--- src/rtl/flash_read_responder.sv ---
// Avalon-MM read-only responder that answers flash reads from a synchronous 1-cycle ROM port.
// Wait states, response latency and the outstanding-read limit are set by parameters.
module flash_read_responder #(
  parameter int unsigned ADDR_W      = 23,
  parameter int unsigned DATA_W      = 32,
  parameter int unsigned WAIT_CYCLES = 2,
  parameter int unsigned RESP_DELAY  = 0,
  parameter int unsigned MAX_PENDING = 4
) (
  input  logic              CLK_50M,
  input  logic              RESET_N,
  input  logic              flash_mem_read,
  input  logic [ADDR_W-1:0] flash_mem_address,
  output logic              flash_mem_waitrequest,
  output logic              flash_mem_readdatavalid,
  output logic [DATA_W-1:0] flash_mem_readdata,
  output logic [ADDR_W-1:0] rom_address,
  output logic              rom_rden,
  input  logic [DATA_W-1:0] rom_q,
  output logic [15:0]       read_count
);

  localparam logic [7:0] WaitInit = 8'(WAIT_CYCLES);
  localparam logic [3:0] PendMax  = 4'(MAX_PENDING);

  typedef enum logic [0:0] {StIdle, StStall} state_e;

  state_e              state_q, state_d;
  logic [7:0]          stall_cnt_q, stall_cnt_d;
  logic [3:0]          pending_q;
  logic [15:0]         read_count_q;
  logic [ADDR_W-1:0]   rom_address_q;
  logic                rom_rden_q;
  logic                rom_valid_q;
  logic                rdvalid_q;
  logic [DATA_W-1:0]   rdata_q;
  logic                can_accept, accept, retire;
  logic                line_valid;
  logic [DATA_W-1:0]   line_data;

  // Acceptance window comes only from registered state so waitrequest never follows read.
  assign can_accept = (state_q == StStall) && (stall_cnt_q == '0) && (pending_q < PendMax);
  assign accept     = can_accept & flash_mem_read;
  assign retire     = rdvalid_q;

  assign flash_mem_waitrequest   = ~can_accept;
  assign flash_mem_readdatavalid = rdvalid_q;
  assign flash_mem_readdata      = rdata_q;
  assign rom_address             = rom_address_q;
  assign rom_rden                = rom_rden_q;
  assign read_count              = read_count_q;

  always_comb begin
    state_d     = state_q;
    stall_cnt_d = stall_cnt_q;
    unique case (state_q)
      StIdle: begin
        if (flash_mem_read) begin
          state_d     = StStall;
          stall_cnt_d = WaitInit;
        end
      end
      StStall: begin
        if (!flash_mem_read) begin
          state_d = StIdle;
        end else if (stall_cnt_q != '0) begin
          stall_cnt_d = stall_cnt_q - 8'd1;
        end else if (pending_q < PendMax) begin
          state_d = StIdle;
        end
      end
      default: state_d = StIdle;
    endcase
  end

  always_ff @(posedge CLK_50M or negedge RESET_N) begin
    if (!RESET_N) begin
      state_q     <= StIdle;
      stall_cnt_q <= '0;
    end else begin
      state_q     <= state_d;
      stall_cnt_q <= stall_cnt_d;
    end
  end

  always_ff @(posedge CLK_50M or negedge RESET_N) begin
    if (!RESET_N) begin
      pending_q     <= '0;
      read_count_q  <= '0;
      rom_address_q <= '0;
      rom_rden_q    <= 1'b0;
      rom_valid_q   <= 1'b0;
    end else begin
      if (accept && !retire) begin
        pending_q <= pending_q + 4'd1;
      end else if (retire && !accept) begin
        pending_q <= pending_q - 4'd1;
      end
      if (accept) begin
        read_count_q  <= read_count_q + 16'd1;
        rom_address_q <= flash_mem_address;
      end
      rom_rden_q  <= accept;
      rom_valid_q <= rom_rden_q;
    end
  end

  // rom_valid_q marks the cycle in which rom_q carries the word for an accepted read.
  if (RESP_DELAY == 0) begin : g_bypass
    assign line_valid = rom_valid_q;
    assign line_data  = rom_q;
  end else begin : g_delay
    logic [RESP_DELAY-1:0] dly_valid_q;
    logic [DATA_W-1:0]     dly_data_q [RESP_DELAY];

    always_ff @(posedge CLK_50M or negedge RESET_N) begin
      if (!RESET_N) begin
        dly_valid_q <= '0;
        for (int unsigned i = 0; i < RESP_DELAY; i++) begin
          dly_data_q[i] <= '0;
        end
      end else begin
        dly_valid_q[0] <= rom_valid_q;
        dly_data_q[0]  <= rom_q;
        for (int unsigned i = 1; i < RESP_DELAY; i++) begin
          dly_valid_q[i] <= dly_valid_q[i-1];
          dly_data_q[i]  <= dly_data_q[i-1];
        end
      end
    end

    assign line_valid = dly_valid_q[RESP_DELAY-1];
    assign line_data  = dly_data_q[RESP_DELAY-1];
  end

  always_ff @(posedge CLK_50M or negedge RESET_N) begin
    if (!RESET_N) begin
      rdvalid_q <= 1'b0;
      rdata_q   <= '0;
    end else begin
      rdvalid_q <= line_valid;
      if (line_valid) begin
        rdata_q <= line_data;
      end
    end
  end

endmodule

--- config.mk ---
export PLATFORM = sky130hd
export DESIGN_NAME = flash_read_responder
export DESIGN_NICKNAME = d
export VERILOG_FILES = /design/src/rtl/flash_read_responder.sv
export SDC_FILE = /design/constraint.sdc
export NUM_CORES = 1
export LEC_CHECK = 0
export BUFFER_PORTS_ARGS = -buffer_cell sky130_fd_sc_hd__buf_2
export CORE_MARGIN = 10
export CORE_UTILIZATION = 44
export DETAILED_ROUTE_END_ITERATION = 7
export PLACE_DENSITY = 0.78
export SLEW_MARGIN = 15
export SYNTH_ARGS = -nofsm -noshare
export SYNTH_HDL_FRONTEND = slang
export SYNTH_SLANG_ARGS = --single-unit
--- constraint.sdc ---
create_clock -name CLK_50M -period 3.1 [get_ports CLK_50M]
set_clock_uncertainty 0.15 [all_clocks]
set_input_delay 0.155 -clock CLK_50M [delete_from_list [all_inputs] [get_ports CLK_50M]]
set_output_delay 0.155 -clock CLK_50M [all_outputs]
set_load 0.05 [all_outputs]
* Yosys cells after proc, flatten, opt, wreduce, memory -nomap -nowiden
Index checks and enable logic that the tools add are counted. W data, S select, Z words.
Word-level totals: output and inout port bits 74, input port bits 58, bits in latches 0, word-level logic and storage cells 41, ROM bits 0, memory bits (writable) 0, bits in registers 87, memories kept 0
Cells by class: equal/unequal tests 3, bitwise logic cells 3, multiplexer cells 11, shift operators 0, reductions and logical operators 10, divide/modulo/power cells 0, order comparisons 1, $mul 0, add/sub/neg operators 4
Operator list (count):
- $mux W8 | 3
- $add A16 B1 Y16 const B | 1
- $pmux W8 S2 | 1
- $logic_not A8 Y1 | 1
- $mux W4 | 2
- $reduce_bool A8 Y1 | 1
- $sub A8 B1 Y8 const B | 1
- $add A4 B1 Y4 const B | 1
- $logic_and A1 B1 Y1 | 4
- $lt A4 B3 Y1 const B | 1
- $mux W1 | 4
- $ne A2 B2 Y1 const B | 2
- $sub A4 B1 Y4 const B | 1
- $reduce_and A3 Y1 | 1
- $logic_not A1 Y1 | 2
- $ne A2 B1 Y1 const B | 1
- $not A1 Y1 | 2
- $pmux W1 S2 | 1
- $reduce_bool A2 Y1 | 1
- $and A1 B1 Y1 | 1

* Longest topological paths before layout
depth after elaboration 8, mapped depth 13, depth with buffers taken out 12

* Worst setup path before layout
Ideal clock, no wire load.
path type register to register, start register stall_cnt_q[2], end register pending_q[3], required time 2814 ps, path slack 24 ps, path buffers 1, clock period less this slack 3076 ps, setup time 136 ps, data arrival time 2790 ps, cell stages (with the launch flop) 11, cell sequence dfrtp_1 -> or4b_1 -> or3_4 -> inv_2 -> buf_2 -> ha_1 -> inv_1 -> ha_1 -> a21o_1 -> a2111oi_0 -> o31ai_1
On the way: cells in the longest elaborated chain, start to end 7, elaborated cells on any way between the ends 9, those cells by class mux (1); bitwise (1); reduce/logical (7)
RTL lines:
- from (decl) | line 29 | logic [7:0] stall_cnt_q, stall_cnt_d;
- from (signal assigned) | line 82 | stall_cnt_q <= stall_cnt_d;
- $logic_not A8 Y1 * | line 42 | assign can_accept = (state_q == StStall) && (stall_cnt_q == '0) && (pending_q < PendMax);
- $logic_and A1 B1 Y1 * (2 in a row) | line 42
- $and A1 B1 Y1 * | line 43 | assign accept = can_accept & flash_mem_read;
- named net accept | line 37 | logic can_accept, accept, retire;
- $logic_not A1 Y1 | line 96 | end else if (retire && !accept) begin
- $logic_and A1 B1 Y1 | line 96
- $reduce_bool A2 Y1 (no line)
- to (signal assigned) | line 95 | pending_q <= pending_q + 4'd1;
- to (signal assigned) | line 97 | pending_q <= pending_q - 4'd1;
- to (decl) | line 30 | logic [3:0] pending_q;
The timed path passes the listed nets; every way through them passes the cells marked *. A chain may end at the register's enable or synchronous reset.

* Worst setup path after layout
start input flash_mem_read, end register pending_q[3]
On the way: cells in the longest elaborated chain, start to end 4, elaborated cells on any way between the ends 6, those cells by class mux (1); bitwise (1); reduce/logical (4)
RTL lines:
- from (decl) | line 12 | input logic flash_mem_read,
- $and A1 B1 Y1 * | line 43
- $logic_not A1 Y1 | line 96
- $logic_and A1 B1 Y1 | line 96
- $reduce_bool A2 Y1 (no line)
Mark *: on every way between the ends. The rest lies on a longest branch, timed or not.

==> results.json <==
{
  "outcome": "finished clean",
  "drt_pass1_iterations": 4,
  "final_antenna_net_count": 0,
  "max_stage_delay_ns": 0.52,
  "cts_sinks": 87,
  "critical_path.max_fanout": 7,
  "crit_path_top_delay_cell": "dlygate4sd3_1",
  "max-vdd-ir-drop_v": 0.000522,
  "critPathLaunchType": "input port",
  "max-cap-violations": 0,
  "postLayoutCoreUtil_pct": 63.9,
  "crit_chain": "dlygate4sd3_1, buf_2, or4b_1, or3_4, inv_2, ha_2, inv_2, ha_1, a21o_1, a2111oi_2, o31ai_1",
  "clkLatencyLatePin_ns": 0.34,
  "setup-violations-final": 0,
  "synth-warning-count": 0,
  "grt_first_pass_wirelength_microns": 16500,
  "clock_power_share_pct": 16.7,
  "largest_delay_contributor_family_on_the_critical_path": "buffers and inverters",
  "cpMostUsedCell": "inv_2",
  "synth-simple-area-share_pct": 16.1,
  "timing.critical_path.required_ns": 3.16,
  "worst_r2r_path_depth": 9,
  "max_clock_freq_mhz": 337,
  "routed-via-count": 2971,
  "switchingPower_mw": 2.44,
  "initial_core_utilization_pct": 44.7,
  "syn2layout_area_growth_pct": 43.2,
  "startpoint_of_the_lowest_slack_register_to_register_path": "stall_cnt_q[2]",
  "timing_max_transition_violations_final": 0,
  "hold_path_end": "line_valid",
  "design.die.area_sq_um": 12300,
  "power_report.internal_total_mw": 2.71,
  "finalSetupTns_ns": 0,
  "worst_pin_slew_ns": 0.784,
  "critical_path.endpoint_type": "register",
  "synth_top_family_by_area": "simple AND/OR/NAND/NOR gates",
  "leakage_nw": 2.65,
  "timing.hold.worst.class": "reg2reg",
  "yosys_register_bits": 87,
  "setup.reg_to_reg.worst_slack_ns": 0.15,
  "critical_path_buf_inv_count": 4,
  "clock_tree_from_tritoncts": "yes",
  "synth_mux_area_share_pct": 11.4,
  "grt_usage_pct": 16.2,
  "synth-xor-area-share_pct": 4.82,
  "cellPowerDensity_nw_per_um2": 990,
  "finalHoldViolCount": 0,
  "share_of_total_power_in_sequential_cells_pct": 35.4,
  "ff_latch_area_sq_um": 2180,
  "core_region_area_sq_um": 8130,
  "clock_tree.root_cell": "clkbuf_8",
  "routed_wire_length_per_instance_microns": 16.4,
  "layout.cells.most_common_list": "buf_2 (130), dfrtp_1 (86), nand2_1 (82)",
  "num-nets-final": 566,
  "post_synth_num_cell_types": 41,
  "data_arrival_at_the_endpoint_of_the_critical_path_ns": 3.03,
  "worst_r2r_endpoint": "pending_q[3]",
  "postLayoutSetupSlackWorst_ns": 0.137,
  "post_synth_fa_ha_maj_area_fraction_pct": 2.62,
  "min-delay-start": "rom_rden",
  "filler_cell_count": 637,
  "total_routed_length_microns": 9990,
  "pin_count": 132,
  "worst-setup-path-type": "in2reg",
  "hold_crit_depth": 0,
  "synth.avg_cell_area_sq_um": 11.8,
  "async_reset_ff_share_pct": 100,
  "grt_use_met1_pct": 17.2,
  "synth_area_sq_um": 3630,
  "placement.io_buffers": 131,
  "fraction_of_met3_tracks_used_by_global_routing_pct": 4.76,
  "die_boundary_width_microns": 111,
  "synth_compound_area_share_pct": 2.82,
  "multiInputGateArea_sq_um": 1380,
  "detailedRoute.firstIterationViolations": 100,
  "grt_remaining_overflow": 0,
  "fp-row-count": 33,
  "path_depth": 11,
  "synthesis.instances": 309,
  "busiest_layer": "met2",
  "drive_above_1_share_pct": 38.0,
  "design_power_total_mw": 5.15,
  "die_height_microns": 111,
  "slew_headroom_pct": 47.7,
  "switching_power_as_a_share_of_total_power_pct": 47.3,
  "finalCritPeriodShare_pct": 95.6,
  "mappedNetlistNets": 374,
  "commonest_non_fill_non_tap_cell_in_the_layout": "buf_2",
  "part_of_the_yosys_area_used_for_sequential_elements_pct": 59.9,
  "drt-vias-per-instance": 4.87,
  "grt_max_degree": 88,
  "cts_buffer_depth": 2,
  "grt_use_met2_pct": 29.1,
  "first_global_vias": 3235,
  "cts_buffers": 9,
  "detailed_place_hpwl_microns": 6500,
  "diodes": 0,
  "combPwrFrac_pct": 47.9,
  "htree_levels": 3,
  "gp_congestion": 0.869,
  "yosys_most_used_dff": "dfrtp_1",
  "antenna_found_initial": 0,
  "layout_min_cycle_time_ns": 2.96,
  "dp_worst_setup_slack_ns": 0.0445,
  "path_clk_slew_ns": 0.08,
  "route.detailed.drc": 0,
  "synth_edf_count": 0
}
-- cells by family (layout without fill, tap and decap cells) --
group	after synthesis	after routing
DFF	87	87
AOI/OAI and AO/OA	15	15
and+or+nand+nor	123	123
xor gates and xnor gates	20	20
buffers and inverters	20	216
muxes	37	37
adders and majority gates	7	7
-- metrics by stage --
stage / instances / instance area (sq um) / hold WS [ns]
finish: 610 / 5200 / 0.240
global route: 610 / 5200 / 0.250
CTS: 609 / 5170 / 0.236
detailed placement: 537 / 4390 / 0.202
global placement: 537 / 4390 / 0.193
floorplan: 309 / 3630 / -0.291
-- worst max path at each step --
stage | start | end | slack, ns
floorplan | stall_cnt_q[2] | pending_q[3] | 0.02
global placement | stall_cnt_q[2] | pending_q[3] | 0.16
detailed placement | stall_cnt_q[2] | pending_q[3] | 0.04
CTS | stall_cnt_q[2] | pending_q[3] | 0.009
global route | stall_cnt_q[2] | pending_q[3] | -0.01
finish | flash_mem_read | pending_q[3] | 0.14
-- repair_timing --
item / in CTS / in global routing
endpoints found under the setup margin: 0 / 1
resized for setup: 0 / 6
buffers inserted: 0 / 1
hold buffers: 57 / 0
endpoints found under the hold margin: 145 / 0
-- power by group through the flow --
stage | clock [mW] | combinational, mW | sequential [mW]
4_1_cts | 0.883 | 2.45 | 1.81
5_1_grt | 0.927 | 2.61 | 1.88
6_report | 0.860 | 2.47 | 1.82
2_1_floorplan | 0 | 0.583 | 3.02
3_3_place_gp | 0 | 2.35 | 1.80
3_5_place_dp | 0 | 2.40 | 1.83
-- synth_stat cells (all sizes together) (6+ instances only) --
cell | n | share of area (%)
dfrtp | 87 | 60
xnor2 | 17 | 4.1
mux2 | 34 | 11
buf | 7 | 1.0
ha | 6 | 2.1
nand3 | 7 | 0.96
nor3 | 6 | 0.96
inv | 9 | 0.93
nand2 | 82 | 8.5
-- cell type report --
type | instances | area share (%)
clock buffers | 12 | 2.79
clock inverters | 3 | 1.30
well taps | 105 | 2.53
multi-input cells | 202 | 26.6
inverters | 9 | 0.650
repair buffers | 192 | 24.3
flip-flops and latches | 87 | 41.9
-- metal layers --
| metal | routed length [microns] | share of wire (%) |
|---|---|---|
| met1 | 3870 | 39 |
| met2 | 5240 | 52 |
| met3 | 695 | 7.0 |
| met4 | 184 | 1.8 |
| met5 | 0 | 0 |
-- flip-flops by register name (all words and copies together) (netlist names) --
name	count
flash_mem_readdata	32
flash_mem_readdatavalid	1
line_valid	1
pending_q	4
read_count	16
rom_address	23
rom_rden	1
stall_cnt_q	8
state_q	1
(Power assumes the default switching activity.)
